`src/rtl/klavye_pkg.sv`:
```
// Shared scan-code constants, FSM state encoding and modifier classification
// for the PS/2 keyboard event sequencer.
package klavye_pkg;

    localparam logic [7:0] KOPMA_ON = 8'hF0;
    localparam logic [7:0] GENIS_ON = 8'hE0;
    localparam logic [7:0] KOD_BOS  = 8'h00;
    localparam logic [7:0] KOD_TASMA = 8'hFF;

    localparam logic [7:0] KOD_LSHIFT = 8'h12;
    localparam logic [7:0] KOD_RSHIFT = 8'h59;
    localparam logic [7:0] KOD_CTRL   = 8'h14;
    localparam logic [7:0] KOD_ALT    = 8'h11;
    localparam logic [7:0] KOD_CAPS   = 8'h58;
    localparam logic [7:0] KOD_NUM    = 8'h77;

    typedef enum logic [1:0] {
        BEKLE       = 2'd0,
        KOPMA       = 2'd1,
        GENIS       = 2'd2,
        GENIS_KOPMA = 2'd3
    } durum_t;

    // The modifier set is matched on the bare code; the E0 prefix is irrelevant.
    function automatic logic is_modifier(input logic [7:0] kod);
        return (kod == KOD_LSHIFT) || (kod == KOD_RSHIFT) || (kod == KOD_CTRL) ||
               (kod == KOD_ALT)    || (kod == KOD_CAPS)   || (kod == KOD_NUM);
    endfunction

endpackage

```
`src/rtl/tekrar_zamanlayici.sv`:
```
// Typematic repeat counter: loads the initial delay or the repeat period and
// flags the cycle on which the held key is due for another event.
module tekrar_zamanlayici #(
    parameter int TEKRAR_GECIKME = 50,
    parameter int TEKRAR_PERIYOT = 10,
    parameter int SAYAC_W        = 16
) (
    input  logic clk,
    input  logic rst_n,
    input  logic i_load_gecikme,
    input  logic i_load_periyot,
    input  logic i_durdur,
    output logic o_tetik
);
    import klavye_pkg::*;

    localparam logic [SAYAC_W-1:0] GECIKME_YUK = SAYAC_W'(TEKRAR_GECIKME);
    localparam logic [SAYAC_W-1:0] PERIYOT_YUK = SAYAC_W'(TEKRAR_PERIYOT);

    logic [SAYAC_W-1:0] r_sayac;

    // Zero means idle; the counter never wraps below zero.
    always_ff @(posedge clk or negedge rst_n) begin
        if (!rst_n) begin
            r_sayac <= '0;
        end else if (i_durdur) begin
            r_sayac <= '0;
        end else if (i_load_gecikme) begin
            r_sayac <= GECIKME_YUK;
        end else if (i_load_periyot) begin
            r_sayac <= PERIYOT_YUK;
        end else if (r_sayac != '0) begin
            r_sayac <= r_sayac - 1'b1;
        end
    end

    assign o_tetik = (r_sayac == SAYAC_W'(1));

endmodule

```
`src/rtl/klavye_olay_siralayici.sv`:
```
// Turns raw PS/2 set-2 bytes into single-cycle character events with typematic
// repeat, plus a held-modifier level for klavye_kontrolcu.
module klavye_olay_siralayici #(
    parameter int TEKRAR_GECIKME = 50,
    parameter int TEKRAR_PERIYOT = 10,
    parameter int SAYAC_W        = 16
) (
    input  logic       clk,
    input  logic       rst_n,
    input  logic       bayt_gecerli,
    input  logic [7:0] bayt,
    output logic       buton_aktif,
    output logic [7:0] buton_giris,
    output logic       buton_genis,
    output logic       kontrol_aktif,
    output logic [7:0] kontrol_giris,
    output logic       hata
);
    import klavye_pkg::*;

    durum_t     r_durum;
    durum_t     w_durum_next;
    logic       r_buton_aktif;
    logic [7:0] r_buton_giris;
    logic       r_buton_genis;
    logic       r_kontrol_aktif;
    logic [7:0] r_kontrol_giris;
    logic       r_hata;
    logic       r_tutulan_var;
    logic [7:0] r_tutulan_kod;
    logic       r_tutulan_genis;

    logic w_make;
    logic w_break;
    logic w_genis;
    logic w_hata;
    logic w_gecersiz;
    logic w_mod;
    logic w_ayni;
    logic w_yeni_make;
    logic w_tutulan_kopma;
    logic w_tekrar;
    logic w_tetik;

    assign w_gecersiz = (bayt == KOD_BOS) || (bayt == KOD_TASMA);

    always_comb begin
        w_durum_next = r_durum;
        w_make       = 1'b0;
        w_break      = 1'b0;
        w_genis      = 1'b0;
        w_hata       = 1'b0;
        if (bayt_gecerli) begin
            case (r_durum)
                BEKLE: begin
                    if (bayt == KOPMA_ON)      w_durum_next = KOPMA;
                    else if (bayt == GENIS_ON) w_durum_next = GENIS;
                    else if (w_gecersiz)       w_hata = 1'b1;
                    else                       w_make = 1'b1;
                end
                KOPMA: begin
                    w_durum_next = BEKLE;
                    if (bayt == KOPMA_ON || bayt == GENIS_ON || w_gecersiz) w_hata = 1'b1;
                    else                                                   w_break = 1'b1;
                end
                GENIS: begin
                    w_genis = 1'b1;
                    if (bayt == KOPMA_ON) begin
                        w_durum_next = GENIS_KOPMA;
                    end else begin
                        w_durum_next = BEKLE;
                        if (bayt == GENIS_ON || w_gecersiz) w_hata = 1'b1;
                        else                                w_make = 1'b1;
                    end
                end
                default: begin
                    w_genis      = 1'b1;
                    w_durum_next = BEKLE;
                    if (bayt == KOPMA_ON || bayt == GENIS_ON || w_gecersiz) w_hata = 1'b1;
                    else                                                   w_break = 1'b1;
                end
            endcase
        end
    end

    assign w_mod  = is_modifier(bayt);
    assign w_ayni = r_tutulan_var && (r_tutulan_kod == bayt) && (r_tutulan_genis == w_genis);

    // A fresh make or the release of the held key both pre-empt a due repeat.
    assign w_yeni_make     = w_make  && !w_mod && !w_ayni;
    assign w_tutulan_kopma = w_break && !w_mod &&  w_ayni;
    assign w_tekrar        = w_tetik && r_tutulan_var && !w_yeni_make && !w_tutulan_kopma;

    tekrar_zamanlayici #(
        .TEKRAR_GECIKME (TEKRAR_GECIKME),
        .TEKRAR_PERIYOT (TEKRAR_PERIYOT),
        .SAYAC_W        (SAYAC_W)
    ) u_tekrar (
        .clk            (clk),
        .rst_n          (rst_n),
        .i_load_gecikme (w_yeni_make),
        .i_load_periyot (w_tekrar),
        .i_durdur       (w_tutulan_kopma),
        .o_tetik        (w_tetik)
    );

    always_ff @(posedge clk or negedge rst_n) begin
        if (!rst_n) begin
            r_durum         <= BEKLE;
            r_buton_aktif   <= 1'b0;
            r_buton_giris   <= 8'h00;
            r_buton_genis   <= 1'b0;
            r_kontrol_aktif <= 1'b0;
            r_kontrol_giris <= 8'h00;
            r_hata          <= 1'b0;
            r_tutulan_var   <= 1'b0;
            r_tutulan_kod   <= 8'h00;
            r_tutulan_genis <= 1'b0;
        end else begin
            r_durum       <= w_durum_next;
            r_hata        <= w_hata;
            r_buton_aktif <= w_yeni_make || w_tekrar;

            if (w_yeni_make) begin
                r_buton_giris   <= bayt;
                r_buton_genis   <= w_genis;
                r_tutulan_var   <= 1'b1;
                r_tutulan_kod   <= bayt;
                r_tutulan_genis <= w_genis;
            end else if (w_tutulan_kopma) begin
                r_tutulan_var <= 1'b0;
            end else if (w_tekrar) begin
                r_buton_giris <= r_tutulan_kod;
                r_buton_genis <= r_tutulan_genis;
            end

            // Single modifier slot: last make wins, only a matching break clears it.
            if (w_make && w_mod) begin
                r_kontrol_aktif <= 1'b1;
                r_kontrol_giris <= bayt;
            end else if (w_break && w_mod && r_kontrol_aktif && (bayt == r_kontrol_giris)) begin
                r_kontrol_aktif <= 1'b0;
                r_kontrol_giris <= 8'h00;
            end
        end
    end

    assign buton_aktif   = r_buton_aktif;
    assign buton_giris   = r_buton_giris;
    assign buton_genis   = r_buton_genis;
    assign kontrol_aktif = r_kontrol_aktif;
    assign kontrol_giris = r_kontrol_giris;
    assign hata          = r_hata;

endmodule

```
`config.mk`:
```
export PLATFORM = sky130hd
export DESIGN_NAME = klavye_olay_siralayici
export DESIGN_NICKNAME = d
export VERILOG_FILES = /design/src/rtl/klavye_pkg.sv /design/src/rtl/tekrar_zamanlayici.sv /design/src/rtl/klavye_olay_siralayici.sv
export SDC_FILE = /design/constraint.sdc
export NUM_CORES = 1
export LEC_CHECK = 0
export BUFFER_PORTS_ARGS = -buffer_cell sky130_fd_sc_hd__buf_2
export CAP_MARGIN = 15
export CORE_MARGIN = 4
export CORE_UTILIZATION = 53
export DETAILED_ROUTE_END_ITERATION = 12
export GPL_TIMING_DRIVEN = 0
export PLACE_DENSITY = 0.76
export SYNTH_ARGS = -nofsm -noshare
export SYNTH_HDL_FRONTEND = slang
export SYNTH_SLANG_ARGS = --single-unit
```
`constraint.sdc`:
```
create_clock -name clk -period 2.2 [get_ports clk]
set_input_delay 0.11 -clock clk [delete_from_list [all_inputs] [get_ports clk]]
set_output_delay 0.11 -clock clk [all_outputs]
set_load 0.01 [all_outputs]
```
======== After elaboration in Yosys (flattened, before gate mapping) ========
Cells that the tools add are included.
storage, ports and cells
  bits in registers ....................... 48
  output and inout bits ................... 20
  logic and storage cells ................. 107
  input bits .............................. 11
operators by class
  equality and inequality tests ........... 17
  $add $sub $neg .......................... 1
  muxes and demuxes ....................... 40
  reduce and logical (&&, ||, !) cells .... 38
operator list
  cell                                                                   count
  16-bit 2-to-1 mux                                                      4
  8-bit 2-to-1 mux                                                       5
  1-bit 2-to-1 mux                                                       25
  8-bit by 5-bit == test with 1-bit output (second input constant)       3
  8-bit by 7-bit == test with 1-bit output (second input constant)       3
  8-bit == test (second input constant)                                  3
  16-bit by 1-bit == test with 1-bit output (second input constant)      1
  8-bit == test                                                          2
  16-bit nonzero test                                                    1
  16-bit by 1-bit subtractor with 16-bit output (second input constant)  1
  1-bit logical AND                                                      13
  1-bit logical OR                                                       10
  8-bit logical NOT                                                      1
  2-bit 2-to-1 mux                                                       3
  2-bit nonzero test                                                     3
  1-bit logical NOT                                                      4
  1-bit one-hot mux with 2 select lines                                  2
  2-bit one-hot mux with 2 select lines                                  1
  2-bit AND reduction                                                    2
  4-bit nonzero test                                                     1
  2-bit OR reduction                                                     2
  3-bit inequality test (second input constant)                          1
  2-bit by 1-bit == test with 1-bit output (second input constant)       1
  2-bit == test (second input constant)                                  1
  3 further kinds                                                        3

======== Depth between registers and ports, before layout ========
Gate-level depths: netlist of run 1.
  depth after elaboration ................. 15
  depth in mapped cells ................... 9
  depth with buffers taken out ............ 7

======== Cells and area by module ========
Synthesis of run 1 repeated with hierarchy kept, for this count alone.
second synthesis, totals
  cells, all modules ...................... 258
  area total of the unflattened synthesis .. 2778.9 um2
by module, submodules not included
  module                  area each (um2)  sequential area each (um2)  times used  cells an instance
  klavye_olay_siralayici  1833.0           800.8                       1           155
  tekrar_zamanlayici      945.9            400.4                       1           103

======== Least setup slack after synthesis of run 1 ========
Ideal clock, no wire load.
  path type ............................... flip-flop to flip-flop
  start ................................... reg u_tekrar.r_sayac[10]
  end ..................................... reg r_buton_genis (netlist: buton_genis)
  buffers on the path ..................... 1
  data required time ...................... 2.135 ns
  library setup time ...................... 0.065 ns
  period minus slack after synthesis ...... 2.116 ns
  data arrival time ....................... 2.051 ns
  cell stages (with the launch flop) ...... 8
  path slack .............................. 0.084 ns
  cell sequence ........................... dfrtp_1 -> or4_1 -> nor2_1 -> and4_1 -> buf_2 -> a21oi_1 -> a31oi_4 -> o211a_1
between the ends
  longest elaborated chain between the ends .. 6
ends and longest elaborated chain
  element                                    RTL line                       RTL
  from (decl)                                tekrar_zamanlayici.sv:20       logic [SAYAC_W-1:0] r_sayac;
  from (signal assigned)                     tekrar_zamanlayici.sv:33       r_sayac <= r_sayac - 1'b1;
  16-bit by 1-bit == test with 1-bit output  tekrar_zamanlayici.sv:37       assign o_tetik = (r_sayac == SAYAC_W'(1));
  1-bit logical AND (3 in a row)             klavye_olay_siralayici.sv:92   assign w_tekrar = w_tetik && r_tutulan_var && !w_yeni_make && !w_tutulan_kopma;
  2-bit nonzero test (no line)               --
  2-bit AND reduction (no line)              --
  to (signal assigned)                       klavye_olay_siralayici.sv:126  r_buton_genis <= w_genis;
  to (signal assigned)                       klavye_olay_siralayici.sv:134  r_buton_genis <= r_tutulan_genis;
  to (decl)                                  klavye_olay_siralayici.sv:25   logic r_buton_genis;
No other way between the ends.
A chain may end at the register's enable or synchronous reset.

======== Worst setup path in the final report of run 1 ========
  start ................................... reg u_tekrar.r_sayac[3]
  end ..................................... reg r_buton_giris[6] (netlist: buton_giris[6])
between the ends
  longest elaborated chain between the ends .. 6
ends and longest elaborated chain
  element                                    RTL line                       RTL
  16-bit by 1-bit == test with 1-bit output  tekrar_zamanlayici.sv:37
  1-bit logical AND (3 in a row)             klavye_olay_siralayici.sv:92
  2-bit nonzero test (no line)               --
  2-bit AND reduction (no line)              --
  to (signal assigned)                       klavye_olay_siralayici.sv:125  r_buton_giris <= bayt;
  to (signal assigned)                       klavye_olay_siralayici.sv:133  r_buton_giris <= r_tutulan_kod;
  to (decl)                                  klavye_olay_siralayici.sv:24   logic [7:0] r_buton_giris;
No other way between the ends.

==> results of run 1 <==
cells by family (layout without fill, tap and decap cells):
logic type	count (synthesis)	in the layout	synth area share, %
AOI/OAI and AO/OA	67	68	19.65
xor gates and xnor gates	29	29	9.006
adders and majority gates	2	2	0.8872
buffers and inverters	29	72	6.033
DFF	48	48	42.59
muxes	8	8	3.150
and+or+nand+nor	99	99	18.68
power breakdown:
group	internal (W)	switching, W	total, W
Combinational	0.000272	0.000278	0.000550
Clock	0.000280	0.000282	0.000562
Sequential	0.000982	0.000102	0.00108
registers in the layout, summed over array words and instances (netlist names):
name,flops
r_tutulan_genis,1
kontrol_giris,8
r_tutulan_kod,8
r_durum,2
r_tutulan_var,1
buton_giris,8
buton_aktif,1
kontrol_aktif,1
buton_genis,1
hata,1
u_tekrar.r_sayac,16
metal layers:
| layer | track usage, % | up-vias | share of wire, % |
|---|---|---|---|
| met3 | 3.991 | 10 | 6.1 |
| met2 | 33.42 | 74 | 48 |
| met5 | 0 | - | 0 |
| met1 | 29.43 | 1166 | 44 |
| met4 | 5.068 | 0 | 1.3 |
| li1 | - | 1125 | - |
repair_timing:
action	CTS	global route
buffers inserted	0	12
resized for setup	12	44
hold buffers	0	1
cloned	1	1
endpoints found under the setup margin	24	24
pin swaps	1	19
endpoints found under the hold margin	0	48
cell type report:
| class | count | area [µm²] |
|---|---|---|
| Sequential cell | 48 | 1202 |
| Tap cell | 70 | 87.58 |
| Fill cell | 402 | 1675 |
| Buffer | 21 | 173.9 |
| Multi-Input combinational cell | 206 | 1624 |
| Inverter | 8 | 30.03 |
| Clock buffer | 7 | 96.34 |
| Timing Repair Buffer | 36 | 250.2 |
cells in the final DEF (no fill, tap or decap), types with 4 or more instances in the layout:
cell                       instances
sky130_fd_sc_hd__nand2_1          14
sky130_fd_sc_hd__nand3_1           5
sky130_fd_sc_hd__o21ai_0           7
sky130_fd_sc_hd__nor2_1           22
sky130_fd_sc_hd__or4_4             5
sky130_fd_sc_hd__mux2_2            7
sky130_fd_sc_hd__dfrtp_1          47
sky130_fd_sc_hd__nor3_1           10
sky130_fd_sc_hd__a22o_1            7
sky130_fd_sc_hd__buf_6             6
sky130_fd_sc_hd__o32a_1           10
sky130_fd_sc_hd__xnor2_1          23
sky130_fd_sc_hd__buf_4            18
sky130_fd_sc_hd__o211a_1          10
sky130_fd_sc_hd__clkbuf_8          7
sky130_fd_sc_hd__buf_2            24
sky130_fd_sc_hd__xor2_1            6
sky130_fd_sc_hd__nor2b_1           4
sky130_fd_sc_hd__inv_1             8
sky130_fd_sc_hd__nor3_4            5
sky130_fd_sc_hd__o22ai_1           8
sky130_fd_sc_hd__a21oi_1           4
critical path: stages, from the launching register on:
cell and delay (ns):
sky130_fd_sc_hd__dfrtp_2 0.42, sky130_fd_sc_hd__or4_4 0.57, sky130_fd_sc_hd__nor3_4 0.23, sky130_fd_sc_hd__and4_1 0.24, sky130_fd_sc_hd__buf_6 0.15, sky130_fd_sc_hd__a21oi_4 0.06, sky130_fd_sc_hd__a31oi_4 0.26, sky130_fd_sc_hd__o211a_1 0.20
through the flow:
stage / setup WS (ns) / TNS [ns] / std cells / hold WS [ns]
2_1_floorplan: 0.08359 / 0 / 282 / -0.1856
3_3_place_gp: -0.1995 / -2.811 / 373 / 0.3591
3_5_place_dp: -0.2323 / -3.845 / 373 / 0.3708
4_1_cts: 0.005360 / 0 / 381 / 0.03288
5_1_grt: -0.08948 / -0.9478 / 396 / 0.08734
6_report: 0.007145 / 0 / 396 / 0.08627
how the worst max path moves through the flow:
stage                                                 from                                to  slack [ns]
after floorplan           u_tekrar.r_sayac[10]$_DFFE_PN0P_           buton_genis$_DFFE_PN0P_        0.08
after global placement    u_tekrar.r_sayac[10]$_DFFE_PN0P_        buton_giris[5]$_DFFE_PN0P_       -0.20
after detailed placement  u_tekrar.r_sayac[10]$_DFFE_PN0P_        buton_giris[5]$_DFFE_PN0P_       -0.23
after CTS                  u_tekrar.r_sayac[4]$_DFFE_PN0P_  u_tekrar.r_sayac[13]$_DFFE_PN0P_       0.005
after global routing       u_tekrar.r_sayac[3]$_DFFE_PN0P_        buton_giris[6]$_DFFE_PN0P_       -0.09
final                      u_tekrar.r_sayac[3]$_DFFE_PN0P_        buton_giris[6]$_DFFE_PN0P_       0.007
==> results.txt, run 1 <==
- The flow ran to the end, and the final reports show no timing, DRC or antenna violations.
- sky130_fd_sc_hd__dfrtp_1 takes more of the synthesized area than any other cell.
- Die area: approximately 6600 µm²
- After layout, the worst path uses between 90 and 100% of the clock period.
- The number of antenna violations at the first check in global routing is 0.
* Final-report setup violation count: 0
* Crit path arrival time: ~2.4 ns
- Nature of the critical path startpoint: flip-flop
- Total number of placement rows: 26
- The startpoint identified for the worst register-to-register timing path is u_tekrar.r_sayac[3]$_DFFE_PN0P_.
- Max-cap check violation count: 0
- Total number of vias: 2375
- Timing would allow up to ~460 MHz.
- No sink is reached through more buffers than the 2 on the longest clock path.
* P_leak: ~1.5 nW
- Latest clock arrival within the worst-skew pair: about 0.3 ns
- The worst setup path is captured at a flip-flop.
* Final antenna diode count: 0
- In this run the critical register-to-register path is captured at buton_giris[6]$_DFFE_PN0P_.
- In this run the cell area measured after placement is around 3000 µm².
- Syn-to-layout area delta: 22.85%
* Number of different library cells in the post-synthesis netlist: 52
- During placement, the flow inserted port buffers numbering 21.
- In the final routed layout, each cell accounts on average for 17.05 µm.
- Total global routing overflow: 0
- For the worst setup path, the data required time is roughly 2.4 ns.
- Number of synthesized flops with an enable pin: 0
- Type of the worst min-delay path: input port to flip-flop
* Number of clock sinks: 48
- Fraction of registers with async set/reset: between 90% and 100%
- Detailed placement ended at an HPWL of 4.368 mm.
* Worst Path Class, Setup: flip-flop to flip-flop
* Total detailed-routing wirelength: 6.750 mm
- In this run the most critical hold path is launched from bayt[0].
* Yosys warning count: 0
- Along the worst path, the maximum fanout reaches 7.
- Most numerous cell types in the synthesized netlist: sky130_fd_sc_hd__dfrtp_1 (48), sky130_fd_sc_hd__nor2_1 (27), sky130_fd_sc_hd__xnor2_1 (23)
* Fraction of synthesized cell area taken by the top area cell type: roughly 43%
- Synthesized cell area: between 2000 and 3000 µm²
- In the synthesized netlist, the number of instances is about 280.
- Htree depth: 2
- The worst-case IR drop observed on VDD is roughly 0.47 mV.
- Across all register-to-register paths, the minimum setup slack is about 0.0071 ns.
- The number of nets in the synthesized netlist is 295.
* Die Wd: between 80 and 90 µm
- The number of slew-limit violations in the final report is 0.
- For the worst flop-to-flop path, the logic depth is 7.
- The cell sitting at the root of the clock tree is a sky130_fd_sc_hd__clkbuf_8.
- 31 I/O pins were placed.
* Worst min-delay path endpoint: kontrol_giris[0]$_DFFE_PN0P_
- The number of clock buffers added by TritonCTS is 5.
- TritonCTS built the clock tree.
- Sorting the synthesized cells by area gives the leading types as sky130_fd_sc_hd__dfrtp_1 (43%), sky130_fd_sc_hd__xnor2_1 (7.1%), sky130_fd_sc_hd__nor2_1 (3.6%), sky130_fd_sc_hd__o211a_1 (3.5%), sky130_fd_sc_hd__o32a_1 (3.5%).
- Vias in the first global route: 2227
- Global router's overall resource usage: a little over a fifth
* Fin Clk Skew: 0.008444 ns
- The share of the Yosys chip area taken by registers is a little over two fifths.
- In this run the power density over the cells is roughly 630 nW/µm².
- Final Critical Period: approximately 2.2 ns
* Hold-critical path depth: 2
* Unrepaired setup endpoints after global routing: true
* Vias per std cell: between 5 and 6
* Most numerous cell in the Yosys netlist: sky130_fd_sc_hd__dfrtp_1
- Synthesis inferred 48 register bits.
* Fraction of final layout cells sized beyond drive strength 1: 30.67%
- Net count reported at finish: 339
- The first global-routing pass estimated 10.71 mm of wire.
- Overall power after layout: about 0.0022 W
* Number of endpoints with negative hold slack in the final report: 0
* Post-route antenna net violation count: 0
* DRC: 0
- The finished cells cover ~3500 µm².
* Initial cell density of the core: 54.87%
* Mean Syn Cell Area: roughly 10 µm²
* Die Y: between 80 and 90 µm
* Share of the core filled with cells: approximately 67%
- 1st-iter DRT viols: roughly 150
* Commonest register cell after synthesis: sky130_fd_sc_hd__dfrtp_1
- The congestion estimate from routability-driven global placement came to about 0.85.
- The pre-antenna-repair detailed-routing pass consisted of 5 iterations.
* Relative slew slack: between 50% and 60%
- The total area inside the core boundary comes to ~5100 µm².
* Worst Tran Pin Value: between 0.6 and 0.7 ns
* Maximum number of pins on one net before global-route repair: between 40 and 50
- After clock tree synthesis, the clock-pin slew on the worst setup and hold paths is 0.08 ns.
Note: power is estimated with default switching activity, not from simulation.
==> inputs of run 2 (changes only) <==
--- a/config.mk
+++ b/config.mk
@@ -8,10 +8,9 @@
 export BUFFER_PORTS_ARGS = -buffer_cell sky130_fd_sc_hd__buf_2
 export CAP_MARGIN = 15
 export CORE_MARGIN = 4
-export CORE_UTILIZATION = 53
+export CORE_UTILIZATION = 35
 export DETAILED_ROUTE_END_ITERATION = 12
 export GPL_TIMING_DRIVEN = 0
-export PLACE_DENSITY = 0.76
 export SYNTH_ARGS = -nofsm -noshare
 export SYNTH_HDL_FRONTEND = slang
 export SYNTH_SLANG_ARGS = --single-unit
==> run 2 against run 1 <==
  * The run now ends with setup timing left
  * Maximum frequency decreased by 1.3%
  * Critical path depth increased by 1
  * Worst setup slack got worse by 0.030 ns
  * Sequential power about the same
  * Global-route usage decreased by 6.4 points
  * Cell count increased by 8.8%
  * First-iteration DRC count increased by 4.8%
  * Register-to-register slack got worse by 0.03 ns
  * Highest routed layer unchanged
==> results.txt, run 2 (synthesis results as in run 1) <==
- Type of the worst min-delay path: input port to flip-flop
- Violated checks: setup timing
- Die area: around 9600 µm²
* Htree depth: 2
* 1st-iter DRT viols: 153
- For this run, global-route usage on met2 was measured as 22.67%.
- The flow ran to the end, but the final reports show violations.
* DRC: 0
- Setup violations remaining at the end of the flow were counted as 4.
- Summed over all cells, the static leakage comes to between 1 and 1.5 nW.
- Row generation in the floorplan step produced 32 rows.
* Crit path arrival time: about 2.5 ns
- Met3 demand-to-capacity share in global routing: around 2.6%
* Number of flip-flops under the largest register name: 16
- Total global routing overflow: 0
- The number of antenna violations at the first check in global routing is 0.
- In this run the most used layer during global routing was met2.
- Syn-to-layout area delta: 21.47%
- Power density over the cells: roughly 660 nW/µm²
- 31 I/O pins were placed.
- Vias in the first global route: ~2200
- VDD IR-drop max: between 0.2 and 0.3 mV
* Max-slew violation count: 0
- Fraction of final layout cells sized beyond drive strength 1: ~28%
- The congestion estimate from routability-driven global placement came to between 0.8 and 0.9.
- Final antenna diode count: 0
* Worst slack at placement: -0.2489 ns
* Nature of the critical path startpoint: flip-flop
- Entering global routing, the biggest net connects 49 pins.
* Die Wd: just under 100 µm
- Global routing consumed, over all layers together, 14.53% of the routing resources.
- Clock tree synthesis found a total of 48 sinks.
- Biggest fanout along the worst timing path: 6
- Once the floorplan was initialized, standard cells occupied ~36% of the core.
- Total number of vias: about 2300
* Commonest cells after routing, fill and taps aside: sky130_fd_sc_hd__dfrtp_1 (48), sky130_fd_sc_hd__buf_2 (28), sky130_fd_sc_hd__nor2_1 (26)
- In this run the clock root is driven by a sky130_fd_sc_hd__clkbuf_8.
- The floorplan step defined a core boundary enclosing approximately 7800 µm².
* Fin Clk Skew: 0.01094 ns
* Final Critical Period: between 2 and 2.5 ns
- The die is a little under 100 µm tall.
- Post-route antenna net violation count: 0
- After clock tree synthesis, the clock-pin slew on the worst setup and hold paths is 0.09 ns.
* Cell area after placement: roughly 3100 µm²
- Inserted Clock Buffers: 5
- Port bufs: 21
- Number of endpoints with negative hold slack in the final report: 0
- The design draws around 0.0022 W.
- TritonCTS built the clock tree.
- Unrepaired setup endpoints after global routing: true
- Worst Tran Pin Value: around 0.65 ns
* Latest clock arrival within the worst-skew pair: 0.31 ns
* Vias per std cell: about 5.4
- Leaving out fill and tap cells, the most frequent cell in the layout is sky130_fd_sc_hd__dfrtp_1.
* Fill cell total of the finished layout: approximately 770
* Worst Path Class, Setup: flip-flop to flip-flop
* Smallest setup slack after layout: -0.02246 ns
- Total detailed-routing wirelength: ~7.1 mm
* Global-route track usage on met1: between 20% and 30%
- Across the run, the number of max-cap violations was 0.
- Timing would allow up to 450.0 MHz.
* WP data required: 2.45 ns
- Detail-routed net length per standard cell: about 16 µm
- CP endpoint kind: flip-flop
* First-pass GRT wire length: 11.45 mm
- Detailed placement ended at an HPWL of about 4.7 mm.
- Finished layout cell area: between 3000 and 4000 µm²
- Register name with the most flops: u_tekrar.r_sayac
* Relative slew slack: 56.58%
- In the final design database the tool counted roughly 340 nets.
* Share of the cycle needed by the critical path after routing: 101.0%
- Across all hold checks on the routed design, the worst slack comes to approximately 0.09 ns.
- Buffer levels on the longest clock path: 2
- Number of detailed-route iterations in the first pass: 4
## run 2: repair_timing
item                       CTS  global route
hold endpoints to repair     0            21
setup endpoints to repair   24            35
hold buffers                 0             1
buffers inserted             3            12
gates cloned                 0             1
gates resized for setup     15            10
pin swaps                    5             3
## run 2: layer usage
layer | wire [µm] | vias to the layer above
li1 | - | 1134
met1 | 3445 | 1146
met2 | 3232 | 40
met3 | 285 | 6
met4 | 89 | 0
met5 | 0 | -
## run 2: worst max-delay path: stages, from the launching register on
cell and delay, ns:
sky130_fd_sc_hd__dfrtp_1 0.41, sky130_fd_sc_hd__or4_4 0.60, sky130_fd_sc_hd__nor2_4 0.16, sky130_fd_sc_hd__and4_1 0.23, sky130_fd_sc_hd__buf_6 0.12, sky130_fd_sc_hd__a21oi_1 0.06
sky130_fd_sc_hd__a31oi_4 0.26, sky130_fd_sc_hd__clkbuf_16 0.19, sky130_fd_sc_hd__o211a_1 0.13
## run 2: cell type report
| cell class | instances | area [µm²] | area share, % |
|---|---|---|---|
| Clock buffer | 6 | 72.57 | 2.118 |
| Tap cell | 102 | 127.6 | 3.725 |
| Inverter | 8 | 30.03 | 0.8766 |
| Multi-Input combinational cell | 205 | 1519 | 44.34 |
| Sequential cell | 48 | 1201 | 35.06 |
| Buffer | 21 | 155.1 | 4.529 |
| Timing Repair Buffer | 39 | 285.3 | 8.327 |
| Clock inverter | 2 | 35.03 | 1.023 |
## run 2: report_power, final
part,internal (W),leakage [nW],switching (W)
Combinational,0.000265,0.825,0.000261
Sequential,0.000981,0.594,0.0000996
Clock,0.000338,0.0552,0.000302
## run 2: per-stage QoR
step	cells	TNS, ns	utilization (%)
2_1_floorplan	282	0	-
3_3_place_gp	405	-3.607	39.30
3_5_place_dp	405	-4.427	39.30
4_1_cts	416	0	41.85
5_1_grt	431	-1.649	44.10
6_report	431	-0.08600	44.10
## run 2: worst paths after layout
path / from / end / slack [ns] / cells past startpoint
max: u_tekrar.r_sayac[11]$_DFFE_PN0P_ / buton_genis$_DFFE_PN0P_ / -0.02 / 8
min: bayt[0] / kontrol_giris[0]$_DFFE_PN0P_ / 0.09 / 2
max reg2reg: u_tekrar.r_sayac[11]$_DFFE_PN0P_ / buton_genis$_DFFE_PN0P_ / -0.02 / 8
min reg2reg: kontrol_aktif$_DFFE_PN0P_ / kontrol_aktif$_DFFE_PN0P_ / 0.51 / 1
max in group asynchronous: rst_n / buton_giris[7]$_DFFE_PN0P_ / 1.34 / 3
min in group asynchronous: rst_n / u_tekrar.r_sayac[6]$_DFFE_PN0P_ / 0.31 / 2
